==> config.mk <==
export PLATFORM = sky130hd
export DESIGN_NAME = mult_div_unit
export DESIGN_NICKNAME = d
export VERILOG_FILES = /design/src/rtl/mult_div_unit.sv
export SDC_FILE = /design/constraint.sdc
export NUM_CORES = 1
export LEC_CHECK = 0
export BUFFER_PORTS_ARGS = -buffer_cell sky130_fd_sc_hd__buf_2
export CAP_MARGIN = 15
export CORE_ASPECT_RATIO = 1.4
export CORE_MARGIN = 1.5
export CORE_UTILIZATION = 50
export CTS_BUF_LIST = sky130_fd_sc_hd__clkbuf_16
export DETAILED_ROUTE_END_ITERATION = 8
export PLACE_DENSITY = 0.81
export SETUP_SLACK_MARGIN = 0.4
export SYNTH_ARGS = -nofsm -noshare
export SYNTH_HDL_FRONTEND = slang
export SYNTH_SLANG_ARGS = --single-unit
==> constraint.sdc <==
create_clock -name clk -period 6.9 [get_ports clk]
set_input_delay 1.035 -clock clk [delete_from_list [all_inputs] [get_ports clk]]
set_output_delay 1.035 -clock clk [all_outputs]
set_load 0.1 [all_outputs]
==> src/rtl/mult_div_unit.sv <==
// Signed 32-bit multiply/divide unit: shift-add multiply and restoring divide,
// one iteration per cycle, fixed 34-cycle latency from start to done.
module mult_div_unit (
    input  logic        clk,
    input  logic        rst,
    input  logic        start,
    input  logic        op,
    input  logic [31:0] a,
    input  logic [31:0] b,
    output logic        busy,
    output logic        done,
    output logic        div_zero,
    output logic [31:0] hi,
    output logic [31:0] lo
);

    localparam logic [1:0] IDLE   = 2'd0;
    localparam logic [1:0] MULT   = 2'd1;
    localparam logic [1:0] DIV    = 2'd2;
    localparam logic [1:0] FINISH = 2'd3;

    logic [1:0]  state;
    logic [4:0]  cnt;
    logic [63:0] acc;      // MULT: partial product; DIV: low word is the remainder
    logic [31:0] opd;      // |b|: multiplicand or divisor
    logic [31:0] mq;       // MULT: multiplier shifting right; DIV: dividend in, quotient out
    logic        sign_q;
    logic        sign_r;
    logic        is_div;

    logic [31:0] abs_a;
    logic [31:0] abs_b;
    logic [32:0] mul_sum;
    logic [32:0] div_shift;
    logic        div_ge;
    logic [63:0] prod_fix;
    logic [31:0] quot_fix;
    logic [31:0] rem_fix;

    assign busy = (state != IDLE);

    // |0x80000000| stays 0x80000000 when read as unsigned, so 32 bits suffice.
    assign abs_a = a[31] ? -a : a;
    assign abs_b = b[31] ? -b : b;

    always_comb begin
        // NOTE: give every combinational signal a default before any branch, otherwise a latch is inferred.
        mul_sum = {1'b0, acc[63:32]};
        if (mq[0]) begin
            mul_sum = mul_sum + {1'b0, opd};
        end
        div_shift = {acc[31:0], mq[31]};
        div_ge    = (div_shift >= {1'b0, opd});
        prod_fix  = sign_q ? -acc : acc;
        quot_fix  = sign_q ? -mq : mq;
        rem_fix   = sign_r ? -acc[31:0] : acc[31:0];
    end

    // NOTE: state registers use non-blocking assignments so every flop samples pre-edge values.
    always_ff @(posedge clk or posedge rst) begin
        if (rst) begin
            state    <= IDLE;
            cnt      <= 5'd0;
            acc      <= 64'd0;
            opd      <= 32'd0;
            mq       <= 32'd0;
            sign_q   <= 1'b0;
            sign_r   <= 1'b0;
            is_div   <= 1'b0;
            hi       <= 32'd0;
            lo       <= 32'd0;
            done     <= 1'b0;
            div_zero <= 1'b0;
        end else begin
            done <= 1'b0;
            case (state)
                IDLE: begin
                    if (start) begin
                        if (op && (b == 32'd0)) begin
                            div_zero <= 1'b1;
                            done     <= 1'b1;
                        end else begin
                            div_zero <= 1'b0;
                            opd      <= abs_b;
                            mq       <= abs_a;
                            sign_q   <= a[31] ^ b[31];
                            sign_r   <= op & a[31];
                            is_div   <= op;
                            acc      <= 64'd0;
                            cnt      <= 5'd0;
                            state    <= op ? DIV : MULT;
                        end
                    end
                end
                MULT: begin
                    // Product bits retire into the low word as the accumulator shifts right.
                    acc <= {mul_sum, acc[31:1]};
                    mq  <= mq >> 1;
                    cnt <= cnt + 5'd1;
                    if (cnt == 5'd31) begin
                        state <= FINISH;
                    end
                end
                DIV: begin
                    acc <= {32'd0, div_ge ? (div_shift[31:0] - opd) : div_shift[31:0]};
                    mq  <= {mq[30:0], div_ge};
                    cnt <= cnt + 5'd1;
                    if (cnt == 5'd31) begin
                        state <= FINISH;
                    end
                end
                FINISH: begin
                    if (is_div) begin
                        hi <= rem_fix;
                        lo <= quot_fix;
                    end else begin
                        hi <= prod_fix[63:32];
                        lo <= prod_fix[31:0];
                    end
                    done  <= 1'b1;
                    state <= IDLE;
                end
                default: state <= IDLE;
            endcase
        end
    end

endmodule

Yosys cells after proc, flatten, opt, wreduce, memory -nomap -nowiden --
Cells that the tools add are included.
Operators by class: add/sub/neg operators 8, magnitude comparators 1, equal/unequal tests 7, multiplexer cells 26, bitwise operators 3, reduce and logical (&&, ||, !) cells 12
Operators with widths (count):
- $mux W32 | 9
- $mux W64 | 3
- $pmux W64 S3 | 1
- $neg A32 Y32 | 4
- $pmux W32 S3 | 1
- $neg A64 Y64 | 1
- $add A32 B32 Y33 | 1
- $ge A33 B32 Y1 | 1
- $mux W33 | 1
- $logic_not A32 Y1 | 1
- $sub A32 B32 Y32 | 1
- $reduce_and A3 Y1 | 4
- $mux W5 | 2
- $pmux W5 S2 | 1
- $mux W2 | 4
- $pmux W2 S3 | 1
- $add A5 B1 Y5 const B | 1
- $eq A5 B5 Y1 const B | 1
- $eq A2 B2 Y1 const B | 2
- $ne A2 B2 Y1 const B | 2
- $reduce_bool A2 Y1 | 2
- $reduce_bool A3 Y1 | 1
- $eq A2 B1 Y1 const B | 1
- $logic_not A2 Y1 | 1
- other kinds (9) | 10
Storage, ports and cells: flip-flop bits (word level) 204, output and inout bits 67, logic and storage cells 69

Longest topological paths before layout --
word-level depth 5, gate-level depth with buffers 13, gate-level depth less buffers 12

Worst setup path after synthesis --
Ideal clock, no wire load.
path type input port to flip-flop, from input port b[12], to register acc[13], setup time 0.126 ns, arrival 3.494 ns, slack 3.281 ns, stages on the path 10, cell sequence or4_1 or3_1 nor3_2 a31oi_1 a21o_1 and2_1 buf_2 and2_1 buf_2 a221o_1
Between the ends: word-level cells in the longest chain between the ends 4
Ends and longest elaborated chain:
- from (decl) | line 9 | input logic [31:0] b,
- $logic_not A32 Y1 | line 79 | if (op && (b == 32'd0)) begin
- $logic_and A1 B1 Y1 | line 79
- $ne A2 B2 Y1 (no source line)
- $reduce_and A3 Y1 (no source line)
- to (signal assigned) | line 97 | acc <= {mul_sum, acc[31:1]};
- to (signal assigned) | line 105 | acc <= {32'd0, div_ge ? (div_shift[31:0] - opd) : div_shift[31:0]};
- to (decl) | line 24 | logic [63:0] acc;
Every way passes these cells. A chain may end at the register's enable or synchronous reset.

Final worst setup path --
from input port b[18], to register acc[56]
Same word-level chain as after synthesis.

==> flow_summary.yaml <==
outcome:
  status: "finished, final reports clean"
power_and_ir_drop:
  static-leakage-power_nw: 8.32
  total_power_mw: 10.5
  p_per_area_nw_per_um2: 584
  peakVddDrop_mv: 0.397
layout:
  final_cell_mix: "239 x nand2_1, 220 x o21ai_0, 202 x dfrtp_1"
  layout.nets: 2204
  finalInstanceArea_um2: 18000
  most_common_cell_after_layout_fill_and_taps_aside: "nand2_1"
  antenna-diode-count: 0
  post_route_cells_drive_above_1_share_pct: 10.8
  finalCoreUtilization_pct: 55.6
  area_delta_synth_final_pct: 9.76
  fin_cells: 2515
route:
  ant_nets: 0
  drt_drc_violations_left: 0
  number_of_iterations_in_the_first_detailed_routing_pass: 6
  routed_wire_length_per_instance_um: 21.8
  drt_wl_total_um: 54700
  dr.first_iter.drc_count: 1433
  vias_post_dr: 15800
  via_per_inst: 6.30
floorplan:
  core_region_area_um2: 32400
  initial_utilization_pct: 50.6
  vertical_die_dimension_um: 217
  die_boundary_width_um: 156
  std_cell_rows: 78
  die_area_um2: 33900
  ioPinCount: 135
synthesis:
  synth_ff_type: "dfrtp_1"
  synth_area_um2: 16400
  asyncSetResetFlopFracSynth_pct: 100
  postSynthNetCount: 2169
  netlist_top_cells_area: "dfrtp_1 31%, o21ai_0 6.7%, xnor2_1 6.3%"
  synth.distinct_cells: 70
  yosys.area.top_type: "dfrtp_1"
  synth-seq-area-share_pct: 31.1
  synth_area_per_cell_um2: 8.10
  number_of_instances_in_the_synthesized_netlist: 2024
  yosys_register_bits: 204
  warnings_from_yosys: 0
  synth_enable_flop_cells: 0
  yosys.area.top_type_share_pct: 31.1
clocking:
  htreeDepth: 1
  cts.sinks: 204
  worst_skew_pair.late_latency_ps: 550
  cts-root-buf: "clkbuf_16"
  post_cts_resized: 0
  cts.repair_timing.setup_buffer_count: 0
  cts_tree: "yes"
  cts_inserted_buffers: 22
  clock_path_buffers: 3
  path_clk_slew_ps: 70
  ctsHoldBuffers: 0
timing:
  final_period_minus_worst_setup_slack_ps: 4150
  timing_worst_slew_pin_value_ps: 1180
  final.setup.worst_slack_ps: 2750
  timing.final.crit_share_pct: 60.2
  clock_skew_ps: 24.2
  whs_ps: 480
  fmaxAchievable_mhz: 241
  hold_viol_final: 0
  rsz0062_at_grt: "no"
  setup_violations: 0
  totalNegativeSetupSlack_ps: 0
  worst_slew_margin_rel_pct: 21.1
  finalMaxSlewViolations: 0
grt:
  first_pass_grt_wire_length_um: 85500
  gr-usage-all-layers_pct: 32.6
  vias_in_the_first_global_route: 15200
  pin_count_of_the_biggest_net_entering_global_routing: 111
  grt_ovf: 0
  antenna_found_initial: 0
critical_path:
  arrival_ps: 4600
  critical_path.endpoint_type: "flop"
  regToRegSetupSlack_ps: 2950
  critPathKind: "in -> reg"
  critPathLaunchType: "input pin"
  required_ps: 7350
  path_max_fanout: 110
min_path:
  worst_hold_path_type: "reg -> reg"
place:
  globalplace.congestion: 0.990
  pre_cts_ws_ps: 2260
  dp.final_hpwl_um: 42200
  io_buffers: 134
  placedInstanceArea_um2: 17200
  cell_count_after_placement: 2475
job:
  cap_violations: 0
final cells by class:
cell class / count / area (µm²)
Tap cell: 440 / 551
Fill cell: 3009 / 14400
Sequential cell: 204 / 5110
Clock inverter: 18 / 211
Inverter: 99 / 375
Multi-Input combinational cell: 1583 / 10400
Timing Repair Buffer: 149 / 783
Clock buffer: 22 / 551
power by group:
part           total [mW]  switching (mW)  internal [mW]  leakage, nW
combinational        6.98            4.77           2.21         5.31
sequential           2.26           0.636           1.62         2.63
clock                1.27           0.537          0.737        0.383
total                10.5            5.95           4.57         8.32
critical path, stage by stage:
cell,delay [ps]
buf_2,130
or4_1,530
or2_2,310
nor3_1,440
a31oi_4,150
buf_4,360
a21oi_4,200
buf_4,910
nand2_1,170
o21a_1,150
a31oi_1,160
layer usage:
layer  vias up  track usage [%]  part of all wire (%)
met2       725             56.8                    49
met3       215             3.80                   6.1
li1       7325                -                     -
met5         -                0                     0
met4         0             23.3                   8.1
met1      7584             36.6                    36
kinds of logic after synthesis:
kind of cell,count (synthesis),synth area share (%)
xor+xnor,235,12.6
fa+ha+maj,77,5.97
compound gates,646,25.2
mux,52,3.36
buf+inv,237,5.54
flops,204,31.1
simple gates,573,16.3
final timing paths:
path | startpoint | endpoint | cells after the start
worst min register to register | div_zero$_DFFE_PP0P_ | div_zero$_DFFE_PP0P_ | 2
worst min-delay path | div_zero$_DFFE_PP0P_ | div_zero$_DFFE_PP0P_ | 2
worst max register to register | acc[0]$_DFFE_PP0P_ | hi[2]$_DFFE_PP0P_ | 11
worst max-delay path | b[18] | acc[56]$_DFFE_PP0P_ | 11
max in group asynchronous | rst | is_div$_DFFE_PP0P_ | 3
min in group asynchronous | rst | hi[1]$_DFFE_PP0P_ | 2
synthesized netlist by cell type (11+ instances only):
| library cell | number |
|---|---|
| o41ai_1 | 16 |
| a31oi_1 | 16 |
| buf_1 | 18 |
| nor2_1 | 125 |
| nand2_1 | 239 |
| a21oi_1 | 118 |
| a21o_1 | 37 |
| o31ai_1 | 54 |
| or4_1 | 17 |
| o21ai_0 | 220 |
| xnor2_1 | 118 |
| nand2b_1 | 13 |
| a22oi_1 | 35 |
| inv_1 | 99 |
| o211ai_1 | 30 |
| nand3_1 | 34 |
| clkbuf_1 | 110 |
| a22o_1 | 14 |
| xor2_1 | 117 |
| a221o_1 | 15 |
| nor3_1 | 28 |
| a221oi_1 | 15 |
| o221ai_1 | 12 |
| mux2i_1 | 37 |
| nand4_1 | 13 |
| or3_1 | 34 |
| or2_2 | 11 |
| and3_1 | 13 |
| o21a_1 | 12 |
| mux2_2 | 14 |
| dfrtp_1 | 204 |
| ha_1 | 75 |
flip-flops by register name, indices dropped and copies added, names as in the netlist:
signal and count:
mq 32, sign_q 1, div_zero 1, sign_r 1, hi 32, lo 32, done 1, cnt 5
is_div 1, opd 32, acc 64, state 2
(Power assumes the default switching activity.)
